<file path="config.mk">
export PLATFORM = sky130hd
export DESIGN_NAME = mem_access_ctrl_flat
export DESIGN_NICKNAME = d
export VERILOG_FILES = /design/src/rtl/mem_access_ctrl_pkg.sv /design/src/rtl/mem_access_ctrl_if.sv /design/src/rtl/mem_access_ctrl_watchdog.sv /design/src/rtl/mem_access_ctrl.sv /design/src/flat_wrapper.sv
export SDC_FILE = /design/constraint.sdc
export NUM_CORES = 1
export LEC_CHECK = 0
export ABC_AREA = 1
export CAP_MARGIN = 20
export CORE_ASPECT_RATIO = 1.75
export CORE_MARGIN = 1.5
export CORE_UTILIZATION = 55
export DETAILED_ROUTE_END_ITERATION = 12
export MAX_ROUTING_LAYER = met4
export PLACE_DENSITY = 0.89
export SLEW_MARGIN = 20
export SYNTH_ARGS = -nofsm -noshare
export SYNTH_HDL_FRONTEND = slang
export SYNTH_SLANG_ARGS = --single-unit
export TNS_END_PERCENT = 100
</file>
<file path="constraint.sdc">
create_clock -name clk -period 2.3 [get_ports clk]
set_input_delay 0.345 -clock clk [delete_from_list [all_inputs] [get_ports clk]]
set_output_delay 0.345 -clock clk [all_outputs]
set_load 0.01 [all_outputs]
</file>
<file path="src/rtl/mem_access_ctrl_pkg.sv">
// Shared types and helpers for the load/store sequencer: state encoding,
// default opcodes, strobe bundle and the one-hot register select helper.
package mem_access_pkg;

   typedef enum logic [3:0] {
      S_IDLE,
      S_ADDR,
      S_MAR,
      S_SDATA,
      S_SWR,
      S_SMEM,
      S_LMEM,
      S_LRD,
      S_LOUT,
      S_LWB,
      S_DONE,
      S_FAULT
   } state_e;

   localparam logic [3:0] OP_LOAD_DEF  = 4'b0010;
   localparam logic [3:0] OP_STORE_DEF = 4'b0011;
   localparam int         MAX_REGS     = 32;

   typedef struct packed {
      logic pc_inc;
      logic mar_in;
      logic mdr_write_en;
      logic mdr_read_en;
      logic mdr_out;
      logic mem_en;
      logic rw;
   } strobe_t;

   // Out-of-range indices select nothing rather than wrapping onto a real register.
   function automatic logic [MAX_REGS-1:0] onehot(input int idx, input int n);
      logic [MAX_REGS-1:0] v;
      v = '0;
      if (idx >= 0 && idx < n && idx < MAX_REGS) v = MAX_REGS'(1) << idx;
      return v;
   endfunction

endpackage

</file>
<file path="src/rtl/mem_access_ctrl_if.sv">
// Bus between the control unit / memory side (master) and the sequencer (slave).
interface mem_access_ctrl_if #(
   parameter int NREGS = 5
);
   logic             start;
   logic [15:0]      instruction;
   logic             mfc;
   logic             busy;
   logic             done;
   logic             err;
   logic             pc_inc;
   logic             mar_in;
   logic             mdr_write_en;
   logic             mdr_read_en;
   logic             mdr_out;
   logic             mem_en;
   logic             rw;
   logic [NREGS-1:0] rx_out;
   logic [NREGS-1:0] rx_in;

   modport master (
      output start, instruction, mfc,
      input  busy, done, err, pc_inc, mar_in, mdr_write_en, mdr_read_en,
             mdr_out, mem_en, rw, rx_out, rx_in
   );

   modport slave (
      input  start, instruction, mfc,
      output busy, done, err, pc_inc, mar_in, mdr_write_en, mdr_read_en,
             mdr_out, mem_en, rw, rx_out, rx_in
   );
endinterface

</file>
<file path="src/rtl/mem_access_ctrl_watchdog.sv">
// Counts mfc-low wait cycles; expired flags the tick that brings the count to TIMEOUT.
module mfc_watchdog #(
   parameter int TIMEOUT = 15
) (
   input  logic clk,
   input  logic rst,
   input  logic clr,
   input  logic tick,
   output logic expired
);
   localparam int CW = $clog2(TIMEOUT + 1);

   logic [CW-1:0] count_q, count_d;

   always_comb begin
      count_d = count_q;
      if (clr)       count_d = '0;
      else if (tick) count_d = count_q + 1'b1;
   end

   assign expired = tick && (count_q == CW'(TIMEOUT - 1));

   always_ff @(posedge clk or posedge rst) begin
      if (rst) count_q <= '0;
      else     count_q <= count_d;
   end
endmodule

</file>
<file path="src/rtl/mem_access_ctrl.sv">
// Load/store sequencer: latches a memory instruction, walks the PC/MAR/MDR/register
// strobe sequence and finishes with done, or done+err on bad index or mfc timeout.
module mem_access_ctrl
   import mem_access_pkg::*;
#(
   parameter int         NREGS    = 5,
   parameter int         FIELD_W  = 6,
   parameter logic [3:0] OP_LOAD  = OP_LOAD_DEF,
   parameter logic [3:0] OP_STORE = OP_STORE_DEF,
   parameter int         TIMEOUT  = 15
) (
   input logic              clk,
   input logic              rst,
   mem_access_ctrl_if.slave bus
);
   state_e             state_q, state_d;
   logic [3:0]         opcode_q, opcode_d;
   logic [FIELD_W-1:0] p1_q, p1_d, p2_q, p2_d;
   strobe_t            strb_q, strb_d;
   logic               busy_q, busy_d, done_q, done_d, err_q, err_d;
   logic [NREGS-1:0]   rx_out_q, rx_out_d, rx_in_q, rx_in_d;

   logic [3:0]         op_in;
   logic [FIELD_W-1:0] p1_in, p2_in;
   logic               accept, illegal_in, in_wait, tick, clr, expired;

   assign op_in      = bus.instruction[15:12];
   assign p1_in      = bus.instruction[2*FIELD_W-1:FIELD_W];
   assign p2_in      = bus.instruction[FIELD_W-1:0];
   assign accept     = (state_q == S_IDLE) && bus.start &&
                       (op_in == OP_LOAD || op_in == OP_STORE);
   assign illegal_in = (int'(p1_in) >= NREGS) || (int'(p2_in) >= NREGS);
   assign in_wait    = (state_q == S_SMEM) || (state_q == S_LMEM);
   assign tick       = in_wait && !bus.mfc;
   assign clr        = !in_wait && (state_d == S_SMEM || state_d == S_LMEM);

   mfc_watchdog #(.TIMEOUT(TIMEOUT)) u_watchdog (
      .clk     (clk),
      .rst     (rst),
      .clr     (clr),
      .tick    (tick),
      .expired (expired)
   );

   // NOTE: every _d gets a default before the case, so no path leaves it unassigned
   // and no latch is inferred.
   always_comb begin
      state_d  = state_q;
      opcode_d = opcode_q;
      p1_d     = p1_q;
      p2_d     = p2_q;
      case (state_q)
         S_IDLE: if (accept) begin
            opcode_d = op_in;
            p1_d     = p1_in;
            p2_d     = p2_in;
            state_d  = illegal_in ? S_FAULT : S_ADDR;
         end
         S_ADDR:  state_d = S_MAR;
         S_MAR:   state_d = (opcode_q == OP_STORE) ? S_SDATA : S_LMEM;
         S_SDATA: state_d = S_SWR;
         S_SWR:   state_d = S_SMEM;
         S_SMEM:  if (bus.mfc) state_d = S_DONE; else if (expired) state_d = S_FAULT;
         S_LMEM:  if (bus.mfc) state_d = S_LRD;  else if (expired) state_d = S_FAULT;
         S_LRD:   state_d = S_LOUT;
         S_LOUT:  state_d = S_LWB;
         S_LWB:   state_d = S_DONE;
         default: state_d = S_IDLE;
      endcase
   end

   // Outputs are decoded from the next state and next fields and then registered,
   // so the pins are a clean Moore function of the flopped state.
   always_comb begin
      strb_d   = '0;
      rx_out_d = '0;
      rx_in_d  = '0;
      busy_d   = (state_d != S_IDLE);
      done_d   = (state_d == S_DONE) || (state_d == S_FAULT);
      err_d    = (state_d == S_FAULT);
      case (state_d)
         S_ADDR:  begin strb_d.pc_inc = 1'b1; rx_out_d = NREGS'(onehot(int'(p2_d), NREGS)); end
         S_MAR:   begin strb_d.mar_in = 1'b1; rx_out_d = NREGS'(onehot(int'(p2_d), NREGS)); end
         S_SDATA: rx_out_d = NREGS'(onehot(int'(p1_d), NREGS));
         S_SWR:   begin strb_d.mdr_write_en = 1'b1; rx_out_d = NREGS'(onehot(int'(p1_d), NREGS)); end
         S_SMEM:  strb_d.mem_en = 1'b1;
         S_LMEM:  begin strb_d.mem_en = 1'b1; strb_d.rw = 1'b1; end
         S_LRD:   begin strb_d.mem_en = 1'b1; strb_d.rw = 1'b1; strb_d.mdr_read_en = 1'b1; end
         S_LOUT:  begin strb_d.mdr_out = 1'b1; strb_d.rw = 1'b1; end
         S_LWB:   begin
            strb_d.mdr_out = 1'b1;
            strb_d.rw      = 1'b1;
            rx_in_d        = NREGS'(onehot(int'(p1_d), NREGS));
         end
         default: ;
      endcase
   end

   // NOTE: sequential state uses <= so every flop samples the pre-edge values.
   always_ff @(posedge clk or posedge rst) begin
      if (rst) begin
         state_q  <= S_IDLE;
         opcode_q <= '0;
         p1_q     <= '0;
         p2_q     <= '0;
         strb_q   <= '0;
         busy_q   <= 1'b0;
         done_q   <= 1'b0;
         err_q    <= 1'b0;
         rx_out_q <= '0;
         rx_in_q  <= '0;
      end else begin
         state_q  <= state_d;
         opcode_q <= opcode_d;
         p1_q     <= p1_d;
         p2_q     <= p2_d;
         strb_q   <= strb_d;
         busy_q   <= busy_d;
         done_q   <= done_d;
         err_q    <= err_d;
         rx_out_q <= rx_out_d;
         rx_in_q  <= rx_in_d;
      end
   end

   assign bus.busy         = busy_q;
   assign bus.done         = done_q;
   assign bus.err          = err_q;
   assign bus.pc_inc       = strb_q.pc_inc;
   assign bus.mar_in       = strb_q.mar_in;
   assign bus.mdr_write_en = strb_q.mdr_write_en;
   assign bus.mdr_read_en  = strb_q.mdr_read_en;
   assign bus.mdr_out      = strb_q.mdr_out;
   assign bus.mem_en       = strb_q.mem_en;
   assign bus.rw           = strb_q.rw;
   assign bus.rx_out       = rx_out_q;
   assign bus.rx_in        = rx_in_q;
endmodule

</file>
<file path="src/flat_wrapper.sv">
// flat-port wrapper written by rule: the top's interface ports become plain ports
module mem_access_ctrl_flat import mem_access_pkg::*;
#(
   parameter int         NREGS    = 5,
   parameter int         FIELD_W  = 6,
   parameter logic [3:0] OP_LOAD  = OP_LOAD_DEF,
   parameter logic [3:0] OP_STORE = OP_STORE_DEF,
   parameter int         TIMEOUT  = 15
)
  (clk, rst, bus_start, bus_instruction, bus_mfc, bus_busy, bus_done, bus_err, bus_pc_inc, bus_mar_in, bus_mdr_write_en, bus_mdr_read_en, bus_mdr_out, bus_mem_en, bus_rw, bus_rx_out, bus_rx_in);
  mem_access_ctrl_if #(.NREGS(NREGS)) bus_i ();
  input logic clk;
  input logic rst;
  input wire logic [$bits(bus_i.start)-1:0] bus_start;
  input wire logic [$bits(bus_i.instruction)-1:0] bus_instruction;
  input wire logic [$bits(bus_i.mfc)-1:0] bus_mfc;
  output wire logic [$bits(bus_i.busy)-1:0] bus_busy;
  output wire logic [$bits(bus_i.done)-1:0] bus_done;
  output wire logic [$bits(bus_i.err)-1:0] bus_err;
  output wire logic [$bits(bus_i.pc_inc)-1:0] bus_pc_inc;
  output wire logic [$bits(bus_i.mar_in)-1:0] bus_mar_in;
  output wire logic [$bits(bus_i.mdr_write_en)-1:0] bus_mdr_write_en;
  output wire logic [$bits(bus_i.mdr_read_en)-1:0] bus_mdr_read_en;
  output wire logic [$bits(bus_i.mdr_out)-1:0] bus_mdr_out;
  output wire logic [$bits(bus_i.mem_en)-1:0] bus_mem_en;
  output wire logic [$bits(bus_i.rw)-1:0] bus_rw;
  output wire logic [$bits(bus_i.rx_out)-1:0] bus_rx_out;
  output wire logic [$bits(bus_i.rx_in)-1:0] bus_rx_in;
  assign bus_i.start = bus_start;
  assign bus_i.instruction = bus_instruction;
  assign bus_i.mfc = bus_mfc;
  assign bus_busy = bus_i.busy;
  assign bus_done = bus_i.done;
  assign bus_err = bus_i.err;
  assign bus_pc_inc = bus_i.pc_inc;
  assign bus_mar_in = bus_i.mar_in;
  assign bus_mdr_write_en = bus_i.mdr_write_en;
  assign bus_mdr_read_en = bus_i.mdr_read_en;
  assign bus_mdr_out = bus_i.mdr_out;
  assign bus_mem_en = bus_i.mem_en;
  assign bus_rw = bus_i.rw;
  assign bus_rx_out = bus_i.rx_out;
  assign bus_rx_in = bus_i.rx_in;
  mem_access_ctrl #(.NREGS(NREGS), .FIELD_W(FIELD_W), .OP_LOAD(OP_LOAD), .OP_STORE(OP_STORE), .TIMEOUT(TIMEOUT)) u_core (.clk(clk), .rst(rst), .bus(bus_i));
endmodule
</file>
==> reports/metrics.yaml, run 1 <==
outcome: "finished, final reports clean"
synthArstFlopShare_pct: 100
placed_cell_area_um2: 2590
syn_nets: 280
cts_tree: "done"
slew_viol_final: 0
synth-compound-area-share_pct: 4.45
post-route-min-period_ns: 1.91
ys_seq_elements: 44
antenna_cells: 0
netlist_top_cells_count: "nand2_1, dfrtp_1, inv_1"
place_congestion: 0.914
slew_headroom_pct: 64.2
grt_setup_unrepaired: "false"
synth_top_family_by_area: "simple AND/OR/NAND/NOR gates"
cp.required_ns: 2.53
core_area_um2: 3660
drc: 0
met3_length_um: 145
hpwl_um: 3430
dp_cells: 344
stdcell_area_um2: 2670
synthAdderAreaFrac_pct: 1.17
final_cells: 351
grt_pass1_vias: 1734
die_y_um: 85.4
crit_fanout: 10
maxCapViolCount: 0
met1Wirelength_um: 1640
dr.pass1.iters: 5
yosysTopAreaCellShare_pct: 51.6
grt_max_degree: 45
multi_input_area_um2: 840
die-area_um2: 4280
yosys_warnings: 0
layout.nets: 327
drive_gt1_share_pct: 15.1
grt_pass1_wl_um: 7710
synthTopCellsByArea: "dfrtp_1, nand2_1, inv_1"
worstSkewPairLatency_ns: 0.29
initial_core_util_pct: 58.3
leakage_uw: 0.00140
synth.most_common_cell: "nand2_1"
worstPathArrival_ns: 2.14
start_kind: "flop"
power_density_nw_per_um2: 1040
syn_inst: 258
drt-wirelength-per-cell_um: 12.6
die_x_um: 50.1
rows: 29
fin_crit_sh_pct: 83.1
antenna_found_initial: 0
num-fill-cells: 293
finalSetupViolCount: 0
synthSimpleGateAreaFrac_pct: 32.5
synthDistinctLibCells: 25
syn_area_um2: 2140
cts_resized: 0
root_buffer: "clkbuf_8"
wirelength_um: 4420
cts_setup_buffers: 0
regArea_um2: 1100
ant_nets: 0
area_growth_pct: 25.0
portBuffers: 39
vias: 1781
top_level_ports: 40
hold_viol: 0
htree_levels: 2
crit_path_end_kind: "flop"
synth_edf_count: 0
worstSetupPathType: "flop to flop"
clk_pin_slew_ns: 0.08
viasPerCell: 5.07
peakVddDrop_v: 0.000640
wl_met2_um: 2520
clk_path_buf_depth: 2
grt.total_usage_pct: 25.0
ys_seq_area_share_pct: 51.6
timing.fmax_ghz: 0.523
fin_tns_setup_ns: 0
synth_area_leader_cell: "dfrtp_1"
min_path_type: "flop to flop"
holdWs_ns: 0.478
fin_worst_skew_ns: 0.00796
ys.flop_type: "dfrtp_1"
clock-sinks: 44
grt_remaining_overflow: 0
drt-initial-drc-count: 52
power.total_uw: 2770
top_layer: "met4"
syn_area_per_cell_um2: 8.28
tightest_slew_ns: 0.536
synthXorXnorAreaFrac_pct: 1.23
numCtsBuffers: 5
synth_mux_area_share_pct: 0
holdBufCountCts: 0
## placed cells by master (no fill, tap or decap), drive strengths merged
master and n:
clkinv 1, ha 2, xnor2 1, clkbuf 5, dfrtp 44, a21oi 3, nor2 41, or2 2
nand4 8, xor2 2, clkinvlp 1, o21ai 10, nand3 26, inv 49, nor3 4, nand2 65
buf 2, clkdlybuf4s50 39
## layer usage
layer | global-route usage, % | vias up
met2 | 43.8 | 49
li1 | - | 888
met1 | 25.7 | 835
met3 | 4.40 | 9
met5 | - | -
met4 | 13.6 | 0
## worst max-delay path, cell delays in order (launching register included)
cell and delay (ns):
dfrtp_1 0.46, nor2_1 0.21, nand2_1 0.13, nor3_2 0.32, nand2_1 0.10, nand2_1 0.10, nand2_1 0.10, nor2_4 0.21
nand3_1 0.11, nor2_1 0.11
## sequential cells by signal (all words and copies together) (netlist names)
signal,cells
u_core.p1_q,6
u_core.bus.done,1
u_core.bus.mdr_out,1
u_core.bus.pc_inc,1
u_core.bus.mdr_read_en,1
u_core.bus.err,1
u_core.bus.busy,1
u_core.bus.mem_en,1
u_core.bus.mar_in,1
u_core.opcode_q,4
u_core.bus.rx_in,5
u_core.bus.rx_out,5
u_core.bus.rw,1
u_core.u_watchdog.count_q,4
u_core.bus.mdr_write_en,1
u_core.state_q,4
u_core.p2_q,6
## path summary, 6_finish.rpt
check,start,endpoint,slack [ns],depth (start not counted)
worst min-delay path,u_core.opcode_q[1]$_DFFE_PP0P_,u_core.opcode_q[1]$_DFFE_PP0P_,0.48,1
worst max-delay path,u_core.state_q[3]$_DFF_PP0_,u_core.bus.rx_in[3]$_DFF_PP0_,0.39,9
max in group asynchronous,rst,u_core.p2_q[3]$_DFF_PP0_,1.43,3
worst min register to register,u_core.opcode_q[1]$_DFFE_PP0P_,u_core.opcode_q[1]$_DFFE_PP0P_,0.48,1
worst max register to register,u_core.state_q[3]$_DFF_PP0_,u_core.bus.rx_in[3]$_DFF_PP0_,0.39,9
min in group asynchronous,rst,u_core.bus.err$_DFF_PP0_,0.50,3
## layout make-up
class | instances | share of cell area, %
clock buffer | 5 | 2.58
sequential | 44 | 41.3
clock inverter | 2 | 0.469
multi-input combinational | 164 | 31.5
inverter | 49 | 6.89
timing repair buffer | 41 | 15.2
tap | 46 | 2.16
## logic make-up (layout without fill, tap and decap cells)
logic type	Yosys count	in the layout
AOI/OAI and AO/OA	13	13
adders and majority gates	2	2
and+or+nand+nor	146	146
DFF	44	44
xor gates and xnor gates	3	3
buffers and inverters	50	97
## stage by stage
step / worst slack (ns) / util (%)
6_report: 0.390 / 72.8
5_1_grt: 0.136 / 72.8
4_1_cts: 0.367 / 72.8
3_5_place_dp: 0.138 / 70.6
3_3_place_gp: 0.182 / 70.6
2_1_floorplan: 0.785 / -
## power by group
part,switching (uW),internal (uW)
Sequential,118,995
Clock,243,205
Combinational,785,422
Total,1150,1620
Power figures use the tool's default switching activity.
==> run 2: changes to the inputs <==
Settings changed: CORE_UTILIZATION 55 to 46, PLACE_DENSITY 0.89 to 0.8.
Clock period 2.3 ns to 1.6 ns, I/O delays scaled along.
==> run 2 against run 1 <==
The run now ends with setup timing left. Design area rose by 21%. Global-route usage barely moved. Flip-flop and latch count did not move. Critical path depth rose by 3. Register-to-register slack got worse by 0.54 ns. Sequential power rose by 45%. Largest cell class unchanged. Largest power group unchanged. Die area rose by 19%.
==> reports/metrics.yaml, run 2 (same netlist as run 1, synthesis figures left out) <==
outcome: "finished, violations left"  # was finished, final reports clean
violations: "setup timing"
drive_gt1_share_pct: 32.9  # was 15.1%
grt_pass1_wl_um: 8840  # was 7710 um
regArea_um2: 1100  # about the same
tightest_slew_ns: 0.459  # was 0.536 ns
final_cell_mix: "nand2_1, buf_4, dfrtp_1, clkdlybuf4s50_1, inv_1"  # was nand2_1, dfrtp_1, inv_1, clkdlybuf4s50_1, nor2_1
cts_tree: "done"  # unchanged
clk_pin_slew_ns: 0.09  # was 0.08 ns
drt-wirelength-per-cell_um: 13.5  # was 12.6 um
maxCapViolCount: 0  # unchanged
vias: 1973  # was 1781
worstSetupPathType: "flop to flop"  # unchanged
cpMostUsedCell: "nor2_4"  # was nand2_1
layout.cells.most_common: "nand2_1"  # unchanged
r2r-start: "u_core.state_q[3]$_DFF_PP0_"  # unchanged
grt_pass1_vias: 1996  # was 1734
root_buffer: "clkbuf_8"  # unchanged
ant_nets: 0  # unchanged
drc: 0  # unchanged
slew_headroom_pct: 69.2  # was 64.2%
drt-initial-drc-count: 38  # was 52
fin_tns_setup_ns: -1.14  # was 0 ns
fin_worst_skew_ns: 0.00597  # was 0.00796 ns
hpwl_um: 3710  # was 3430 um
start_kind: "flop"  # unchanged
layout.nets: 374  # was 327
crit_fanout: 5  # was 10
cp-startpoint: "u_core.state_q[3]$_DFF_PP0_"  # unchanged
num-fill-cells: 293  # unchanged
place_congestion: 0.959  # was 0.914
grt.total_usage_pct: 25.0  # about the same
clock-sinks: 44  # unchanged
cp_slowest_stage_delay_ns: 0.47  # was 0.46 ns
final.setup.worst_slack_ns: -0.151  # was 0.390 ns
core_area_um2: 4440  # was 3660 um2
viasPerCell: 4.88  # was 5.07
dr.pass1.iters: 4  # was 5
area_growth_pct: 50.6  # was 25.0%
crit_path_cell_trace: "inv_2, nand2_2, nor2_4, buf_6, buf_4, nand3_1, nand2_4, nor2_4, inv_2, nor2_4, nand4_1, nand2_1"  # was nor2_1, nand2_1, nor3_2, nand2_1, nand2_1, nand2_1, nor2_4, nand3_1, nor2_1
power_density_nw_per_um2: 1570  # was 1040 nW/um2
numCtsBuffers: 5  # unchanged
cp.required_ns: 1.80  # was 2.53 ns
clk_path_buf_depth: 2  # unchanged
die-area_um2: 5080  # was 4280 um2
post-route-min-period_ns: 1.75  # was 1.91 ns
hold_viol: 0  # unchanged
peakVddDrop_v: 0.00117  # was 0.000640 V
leakage_uw: 0.00167  # was 0.00140 uW
die_y_um: 93.1  # was 85.4 um
finalSetupViolCount: 15  # was 0
worstPathArrival_ns: 1.95  # was 2.14 ns
fin_crit_sh_pct: 109  # was 83.1%
top_level_ports: 40  # unchanged
min_path_type: "input port to async pin"  # was flop to flop
rows: 32  # was 29
holdBufCountCts: 0  # unchanged
die_x_um: 54.5  # was 50.1 um
portBuffers: 39  # unchanged
initial_core_util_pct: 48.1  # was 58.3%
final_cells: 404  # was 351
power.total_uw: 5050  # was 2770 uW
timing.fmax_ghz: 0.571  # was 0.523 GHz
worstSkewPairLatency_ns: 0.30  # was 0.29 ns
cpMaxStageDelayCell: "dfrtp_2"  # was dfrtp_1
crit_path_end_kind: "flop"  # unchanged
grt_setup_unrepaired: "true"  # was false
grt_max_degree: 45  # unchanged
antenna_cells: 0  # unchanged
top_regs: "u_core.p1_q: 6 flops, u_core.p2_q: 6 flops"  # unchanged
multi_input_area_um2: 991  # was 840 um2
antenna_found_initial: 0  # unchanged
grt_remaining_overflow: 0  # unchanged
dp_cells: 388  # was 344
htree_levels: 2  # unchanged
slew_viol_final: 0  # unchanged
wirelength_um: 5470  # was 4420 um
-- run 2: changes by cell type in the layout (fill, tap and decap cells not counted), sizes merged --
cell,previous run,this run
bufinv,0,1
clkinv,1,0
nor2,41,42
buf,2,47
inv,49,50
nand2,65,66
-- run 2: what timing repair did --
action,4_1_cts,5_1_grt
cloned,2,0
resized for setup,23,15
setup endpoints to repair,17,18
pin swaps,6,12
setup buffers,3,3
-- run 2: metrics by stage --
step                      setup WS (ns)  util (%)  hold slack, ns  area, um2
after floorplan                  0.0849         -           0.350       2140
after global placement           -0.389      65.2           0.449       2900
after detailed placement         -0.411      65.2           0.464       2900
after CTS                       -0.0488      70.5           0.320       3130
after global routing             -0.217      72.4           0.334       3220
final                            -0.151      72.4           0.295       3220
-- run 2: final timing paths --
path	endpoint	slack, ns	cells past startpoint
setup / recovery	u_core.bus.rx_out[1]$_DFF_PP0_	-0.15	12
hold / removal	u_core.bus.rw$_DFF_PP0_	0.30	3
setup reg to reg	u_core.bus.rx_out[1]$_DFF_PP0_	-0.15	12
hold reg to reg	u_core.opcode_q[1]$_DFFE_PP0P_	0.49	1
max in group asynchronous	u_core.state_q[3]$_DFF_PP0_	1.09	3
min in group clk	u_core.opcode_q[1]$_DFFE_PP0P_	0.49	1
-- run 2: critical path, delay by kind of cell (launching register included) --
family	cells	cell delay [ns]
DFF	1	0.47
buffers and inverters	4	0.36
and+or+nand+nor	8	0.80
-- run 2: cell type report --
type	count	area share, %
Sequential cell	44	34.3
Clock buffer	5	2.14
Inverter	49	5.72
Multi-Input combinational cell	166	30.8
Tap cell	51	1.98
Timing Repair Buffer	86	23.6
Clock inverter	3	1.44
-- run 2: layer usage --
metal / track usage (%) / share of wire, %
met5: - / 0
met4: 12.3 / 3.9
met3: 4.31 / 2.6
met2: 43.6 / 58
met1: 25.6 / 35
-- run 2: power breakdown --
part           leakage [uW]  total (uW)  internal, uW  switching [uW]
clock             0.0000548         877           470             407
combinational       0.00105        2560          1100            1460
sequential         0.000570        1610          1430             177
total               0.00167        5050          3010            2040
==> run 3: changes to the inputs <==
Settings changed: MAX_ROUTING_LAYER met4 to unset.
==> run 3 against run 2 <==
Sequential power about the same. Die area unchanged. First-iteration DRC count up 16%. Register-to-register slack about the same. Final cell count unchanged. The flow still finishes with violations (setup timing). Count of clock-buffer cells in the layout unchanged.
==> reports/metrics.yaml, run 3 (same netlist as run 1, synthesis figures left out) <==
outcome: "finished, violations left"  # unchanged
violations: "setup timing"  # unchanged
min_path_type: "input port to async pin"  # unchanged
worstSetupPathType: "flop to flop"  # unchanged
p_int_uw: 3010  # about the same
cp.required_ns: 1.79  # was 1.80 ns
cts_tree: "done"  # unchanged
leakage_uw: 0.00167  # unchanged
antenna_found_initial: 0  # unchanged
placed_cell_area_um2: 2900  # unchanged
clkPwrFrac_pct: 17.3  # was 17.4%
layout.nets: 374  # unchanged
fin_worst_skew_ns: 0.00764  # was 0.00597 ns
worstSkewPairLatency_ns: 0.30  # about the same
place_congestion: 0.942  # was 0.959
ant_nets: 0  # unchanged
cp_slowest_stage_delay_ns: 0.47  # about the same
top_level_ports: 40  # unchanged
drc: 0  # unchanged
path_buf_inv: 4  # unchanged
vias: 1978  # was 1973
post-route-min-period_ns: 1.75  # about the same
fin_crit_sh_pct: 109  # about the same
initial_core_util_pct: 48.1  # unchanged
final.setup.worst_slack_ns: -0.150  # was -0.151 ns
start_kind: "flop"  # unchanged
final_cell_mix: "nand2_1, buf_4, dfrtp_1, clkdlybuf4s50_1, inv_1"  # unchanged
die_x_um: 54.5  # unchanged
drive_gt1_share_pct: 32.9  # unchanged
hold_viol: 0  # unchanged
portBuffers: 39  # unchanged
cpMostUsedCell: "nor2_4"  # unchanged
finalSetupViolCount: 15  # unchanged
stdcell_area_um2: 3220  # unchanged
fin_tns_setup_ns: -1.11  # was -1.14 ns
multi_input_area_um2: 991  # unchanged
grt_setup_unrepaired: "true"  # unchanged
rows: 32  # unchanged
crit_fanout: 5  # unchanged
die-area_um2: 5080  # unchanged
grt_remaining_overflow: 0  # unchanged
switchingPower_uw: 2040  # about the same
viasPerCell: 4.90  # was 4.88
peakVddDrop_v: 0.00118  # was 0.00117 V
hpwl_um: 3710  # unchanged
dr.pass1.iters: 4  # unchanged
root_buffer: "clkbuf_8"  # unchanged
clk_pin_slew_ns: 0.09  # about the same
crit_path_end_kind: "flop"  # unchanged
comb_power_share_pct: 50.7  # about the same
core_area_um2: 4440  # unchanged
numCtsBuffers: 5  # unchanged
num-fill-cells: 293  # unchanged
top_regs: "u_core.p1_q: 6 flops, u_core.p2_q: 6 flops"  # unchanged
slew_viol_final: 0  # unchanged
wirelength_um: 5490  # was 5470 um
p_seq_share_pct: 31.9  # about the same
crit_path_cell_trace: "inv_2, nand2_2, nor2_4, buf_6, buf_4, nand3_1, nand2_4, nor2_4, inv_2, nor2_4, nand4_1, nand2_1"  # unchanged
grt_pass1_wl_um: 8850  # was 8840 um
area_growth_pct: 50.6  # unchanged
tightest_slew_ns: 0.456  # was 0.459 ns
grt.total_usage_pct: 24.4  # was 25.0%
die_y_um: 93.1  # unchanged
clock-sinks: 44  # unchanged
drt-wirelength-per-cell_um: 13.6  # was 13.5 um
power_density_nw_per_um2: 1570  # about the same
slew_headroom_pct: 69.4  # was 69.2%
timing.fmax_ghz: 0.571  # about the same
cpMaxStageDelayCell: "dfrtp_2"  # unchanged
clk_path_buf_depth: 2  # unchanged
drt-initial-drc-count: 44  # was 38
grt_max_degree: 45  # unchanged
antenna_cells: 0  # unchanged
grt_pass1_vias: 2001  # was 1996
htree_levels: 2  # unchanged
layout.cells.most_common: "nand2_1"  # unchanged
worstPathArrival_ns: 1.94  # was 1.95 ns
regArea_um2: 1100  # unchanged
crit_family: "simple AND/OR/NAND/NOR gates"  # unchanged
maxCapViolCount: 0  # unchanged
sw_frac_of_total_pct: 40.5  # was 40.4%
-- run 3: cell counts in the layout (fill, tap and decap cells not counted) --
No cell type changed its count.
-- run 3: path summary, 6_finish.rpt --
| path | cells past startpoint | start | slack [ns] | endpoint |
|---|---|---|---|---|
| min | 3 | rst | 0.29 | u_core.bus.rw$_DFF_PP0_ |
| max | 12 | u_core.state_q[3]$_DFF_PP0_ | -0.15 | u_core.bus.rx_out[1]$_DFF_PP0_ |
| max reg2reg | 12 | u_core.state_q[3]$_DFF_PP0_ | -0.15 | u_core.bus.rx_out[1]$_DFF_PP0_ |
| min in group clk | 1 | u_core.opcode_q[1]$_DFFE_PP0P_ | 0.49 | u_core.opcode_q[1]$_DFFE_PP0P_ |
| min reg2reg | 1 | u_core.opcode_q[1]$_DFFE_PP0P_ | 0.49 | u_core.opcode_q[1]$_DFFE_PP0P_ |
| max in group asynchronous | 3 | rst | 1.09 | u_core.state_q[3]$_DFF_PP0_ |
-- run 3: cell type report --
type | instances | area share, %
repair buffers | 86 | 23.6
clock inverters | 3 | 1.44
multi-input cells | 166 | 30.8
inverters | 49 | 5.72
clock buffers | 5 | 2.14
well taps | 51 | 1.98
flip-flops and latches | 44 | 34.3
-- run 3: power groups by stage --
stage	Sequential [uW]	Clock, uW	Combinational, uW
CTS	1580	885	2350
floorplan	1610	0	1220
global placement	1580	0	2000
finish	1610	876	2560
detailed placement	1590	0	2080
global route	1640	939	2820
-- run 3: what timing repair did --
action                     CTS  global route
setup endpoints to repair   17            18
hold buffers                 0             0
gates resized for setup     23            15
cloned                       2             0
pin swaps                    6            12
setup buffers                3             3
-- run 3: layer usage --
layer / part of all wire (%) / GRT usage (%) / vias to the layer above
li1: - / - / 978
met1: 35 / 25.6 / 930
met2: 58 / 43.6 / 53
met3: 3.2 / 4.31 / 17
met4: 3.9 / 12.3 / 0
met5: 0 / 0 / -
-- run 3: through the flow --
stage / instances / total power (uW) / utilization (%) / hold slack, ns / setup slack, ns
2_1_floorplan: 258 / 2830 / - / 0.350 / 0.0849
4_1_cts: 401 / 4820 / 70.5 / 0.320 / -0.0488
3_5_place_dp: 388 / 3670 / 65.2 / 0.464 / -0.411
5_1_grt: 404 / 5390 / 72.4 / 0.334 / -0.215
6_report: 404 / 5050 / 72.4 / 0.294 / -0.150
3_3_place_gp: 388 / 3590 / 65.2 / 0.449 / -0.389
-- run 3: worst reg2reg max path, delay by kind of cell, from the launching register on --
kind	cells	cell delay [ns]
flops	1	0.47
buf+inv	4	0.37
simple gates	8	0.80
==> variant 1: new RTL, settings of run 3 <==
Make the reset (`rst`) synchronous in 2 clocked blocks.
--- a/src/rtl/mem_access_ctrl_watchdog.sv
+++ b/src/rtl/mem_access_ctrl_watchdog.sv
@@ -20,7 +20,7 @@
 
    assign expired = tick && (count_q == CW'(TIMEOUT - 1));
 
-   always_ff @(posedge clk or posedge rst) begin
+   always_ff @(posedge clk) begin
       if (rst) count_q <= '0;
       else     count_q <= count_d;
    end
--- a/src/rtl/mem_access_ctrl.sv
+++ b/src/rtl/mem_access_ctrl.sv
@@ -97,7 +97,7 @@
    end
 
    // NOTE: sequential state uses <= so every flop samples the pre-edge values.
-   always_ff @(posedge clk or posedge rst) begin
+   always_ff @(posedge clk) begin
       if (rst) begin
          state_q  <= S_IDLE;
          opcode_q <= '0;
Check against the original RTL: differs if rst is asserted again (counterexample within 4 cycles, from zero or initial values and one cycle with rst high); with rst held inactive, the same outputs for 10 cycles.
==> variant 1 against run 3 <==
Cell area is 3.1% higher. Wire length is 22% higher. Synthesized cell count is 7.8% higher. Power is 17% lower. Area after synthesis is 1.9% lower. Global-route usage is 0.056 points higher. Sequential power is 20% lower. The flow still finishes with violations (setup timing). Final cell count is 5.2% higher. Worst hold slack better by 0.15 ns. Sequential cell count stayed put. Setup slack better by 0.019 ns. Combinational power is 14% lower. Sequential share of layout area is 7.4 points lower. Clock skew is 0.0032 ns higher.
==> variant 1: results <==
{
  "status": "finished with violations",
  "violations": "setup timing",
  "r2r_slack_ns": -0.11,
  "rr_endpoint": "u_core.bus.rx_out[0]$_SDFF_PP0_",
  "ff_latch_area_um2": 893,
  "dr_wl_met3_um": 298,
  "finalSetupTns_ns": -0.416,
  "hold_path_class": "reg2reg",
  "power.density_nw_per_um2": 1260,
  "setup_viol_count_final": 9,
  "synth.distinct_cells": 32,
  "pre_cts_slack_ns": -0.480,
  "vias_per_cell": 5.32,
  "cp-startpoint": "bus_instruction[14]",
  "synth_commonest_cells": "50 x nand2_1, 44 x dfxtp_1, 40 x inv_1",
  "p_leak_nw": 1.49,
  "drt-met1-wl_mm": 2.20,
  "synth_nets": 300,
  "share_seq_of_total_power_pct": 30.6,
  "nets": 396,
  "clk_share_pct": 2.45,
  "setup_slack_ns": -0.132,
  "multiInputGateArea_um2": 1270,
  "drt_iter0_markers": 72,
  "grt_pass1_wl_mm": 8.92
}
## variant 1: logic make-up after synthesis
kind of cell             synth area share [%]
buffers and inverters                    9.86
XOR/XNOR                                0.836
AO/OA/AOI/OAI                            6.39
AND/OR/NAND/NOR                          39.7
adder cells (fa/ha/maj)                  1.19
flip-flops                               42.1
## variant 1: through the flow
stage | total power, W | instances
finish | 0.00419 | 425
global route | 0.00442 | 425
global placement | 0.00273 | 406
CTS | 0.00367 | 418
floorplan | 0.00220 | 278
detailed placement | 0.00278 | 406
## variant 1: worst max-delay path, cell delays in order
cell	delay, ns
clkdlybuf4s50_1	0.39
inv_1	0.07
nand2_2	0.07
nor2_4	0.14
clkbuf_16	0.18
nand3_2	0.13
nand2_4	0.14
nand3_4	0.10
nor2_4	0.16
nand4_1	0.18
a21oi_1	0.16
## variant 1: routing by layer
metal | global-route usage (%) | vias up
met5 | 0 | -
met4 | 13.8 | 0
met3 | 5.05 | 35
met2 | 47.2 | 99
met1 | 20.9 | 1060
li1 | - | 1069
==> variant 2: new RTL, flow settings as in run 3 <==
Made on the original files. `TIMEOUT` is set to 15 in 3 places; all go to 30.
--- a/src/rtl/mem_access_ctrl_watchdog.sv
+++ b/src/rtl/mem_access_ctrl_watchdog.sv
@@ -1,6 +1,6 @@
 // Counts mfc-low wait cycles; expired flags the tick that brings the count to TIMEOUT.
 module mfc_watchdog #(
-   parameter int TIMEOUT = 15
+   parameter int TIMEOUT = 30
 ) (
    input  logic clk,
    input  logic rst,
--- a/src/rtl/mem_access_ctrl.sv
+++ b/src/rtl/mem_access_ctrl.sv
@@ -7,7 +7,7 @@
    parameter int         FIELD_W  = 6,
    parameter logic [3:0] OP_LOAD  = OP_LOAD_DEF,
    parameter logic [3:0] OP_STORE = OP_STORE_DEF,
-   parameter int         TIMEOUT  = 15
+   parameter int         TIMEOUT  = 30
 ) (
    input logic              clk,
    input logic              rst,
--- a/src/flat_wrapper.sv
+++ b/src/flat_wrapper.sv
@@ -5,7 +5,7 @@
    parameter int         FIELD_W  = 6,
    parameter logic [3:0] OP_LOAD  = OP_LOAD_DEF,
    parameter logic [3:0] OP_STORE = OP_STORE_DEF,
-   parameter int         TIMEOUT  = 15
+   parameter int         TIMEOUT  = 30
 )
   (clk, rst, bus_start, bus_instruction, bus_mfc, bus_busy, bus_done, bus_err, bus_pc_inc, bus_mar_in, bus_mdr_write_en, bus_mdr_read_en, bus_mdr_out, bus_mem_en, bus_rw, bus_rx_out, bus_rx_in);
   mem_access_ctrl_if #(.NREGS(NREGS)) bus_i ();
Formal check against the unedited RTL: no difference found for any inputs over 10 cycles, from zero or initial values and one cycle with rst high; that may be too few to reach the edited logic, so the function may still have changed.
==> variant 2 against run 3 <==
Critical path type unchanged. Highest routed layer unchanged. Wire length grew 11%. Utilization shrank 0.31 points. Power grew 2.5%. Setup slack gained 0.074 ns. The run still ends with setup timing left. Sequential share of layout area shrank 1.4 points. Largest power group unchanged. Maximum frequency grew 4.4%. Cell area grew 6.4%. Area after synthesis grew 7.3%. Sequential cell count grew 1.
==> variant 2: results <==
{
  "status": "finished with violations",
  "violations": "setup timing",
  "drt-total-wl_mm": 6.07,
  "hold_slack_ns": 0.301,
  "pre_cts_slack_ns": -0.313,
  "p_switching_w": 0.00214,
  "rr_endpoint": "u_core.bus.rx_out[3]$_DFF_PP0_",
  "grt_max_degree": 46,
  "place.gp.congestion": 0.867,
  "worstPathArrival_ns": 1.91,
  "drt_iter0_markers": 83,
  "setup_viol_count_final": 13,
  "grt_usage_pct": 21.5,
  "setup_slack_ns": -0.0761,
  "ys_top_cells_by_area": "dfrtp_1 49%, nand2_1 13%, nor2_1 6.1%, inv_1 5.9%, nand3_1 4.6%",
  "grt_pass1_wl_mm": 8.96,
  "grt_pass1_vias": 2135,
  "hpwl_mm": 4.17,
  "peakVddDrop_mv": 1.01,
  "yosysSeqAreaShare_pct": 49.1,
  "synth.distinct_cells": 27,
  "r2r_start": "u_core.state_q[2]$_DFF_PP0_",
  "place_area_um2": 3040,
  "vias_per_cell": 5.05,
  "drive_above_1_share_pct": 31.8,
  "nets": 408,
  "fin_worst_skew_ns": 0.0133,
  "cts.clk_slew.worst_paths_ns": 0.08,
  "path_max_fanout": 8,
  "maxSlewHeadroom_pct": 79.5,
  "synth_nets": 307,
  "reg2regPathDepth": 10
}
-- variant 2: cell types whose count changed in the layout (fill, tap and decap cells not counted), sizes merged, moves of 2 or more --
cell / change
nand2: +22
buf: +10
inv: -7
nand3: -5
nand3b: +5
clkbuf: +3
nor2: +3
xor2: -2
-- variant 2: per-stage QoR --
step,TNS (ns),std cells
final,-0.497,439
after global routing,-2.10,439
after CTS,-0.0285,430
after detailed placement,-3.96,413
after global placement,-3.18,413
after floorplan,0,285
-- variant 2: power groups by stage --
stage	combinational, W	sequential [W]	clock [W]
after detailed placement	0.00222	0.00164	0
after CTS	0.00242	0.00162	0.000681
after floorplan	0.00132	0.00165	0
after global routing	0.00312	0.00165	0.000738
final	0.00288	0.00162	0.000673
after global placement	0.00215	0.00162	0
-- variant 2: cells by family (layout without fill, tap and decap cells) --
family,after synthesis,count (layout),share of synthesized area [%]
buffers and inverters,45,147,8.13
AO/OA/AOI/OAI,16,16,4.53
AND/OR/NAND/NOR,175,175,36.4
adder cells (fa/ha/maj),2,2,1.09
flip-flops,45,45,49.1
XOR/XNOR,2,2,0.764
-- variant 2: critical path, cell delays in order (launching register included) --
cell      delay [ns]
dfrtp_1         0.41
inv_2           0.11
nand2_4         0.08
nor2_8          0.15
buf_6           0.14
nand3b_1        0.07
nand2_1         0.13
nand2_4         0.09
nor2_4          0.19
nand4_1         0.14
nand2_1         0.10
-- variant 2: timing repair --
item | in CTS | in global routing
resized for setup | 10 | 35
hold buffers | 0 | 0
pin swaps | 8 | 9
setup buffers | 9 | 9
setup endpoints to repair | 16 | 22
-- variant 2: layout make-up --
cell class	instances	area (µm²)
clock buffers	8	80.1
fillers	344	1330
inverters	43	164
multi-input cells	195	1130
flip-flops and latches	45	1130
well taps	52	65.1
repair buffers	96	855
-- variant 2: worst max-delay path by stage --
stage,start,endpoint
detailed placement,bus_instruction[13],u_core.bus.rx_out[3]$_DFF_PP0_
CTS,u_core.state_q[3]$_DFF_PP0_,u_core.bus.rx_out[3]$_DFF_PP0_
finish,u_core.state_q[2]$_DFF_PP0_,u_core.bus.rx_out[3]$_DFF_PP0_
global route,u_core.state_q[1]$_DFF_PP0_,u_core.bus.rx_out[3]$_DFF_PP0_
global placement,bus_instruction[13],u_core.bus.rx_out[2]$_DFF_PP0_
floorplan,u_core.state_q[1]$_DFF_PP0_,u_core.bus.rx_out[1]$_DFF_PP0_
-- variant 2: layer usage --
layer | vias up | GRT usage, % | routed length, µm
li1 | 1087 | - | -
met1 | 1048 | 20.0 | 2090
met2 | 58 | 41.2 | 3480
met3 | 24 | 3.33 | 158
met4 | 0 | 16.7 | 348
met5 | - | 0 | 0
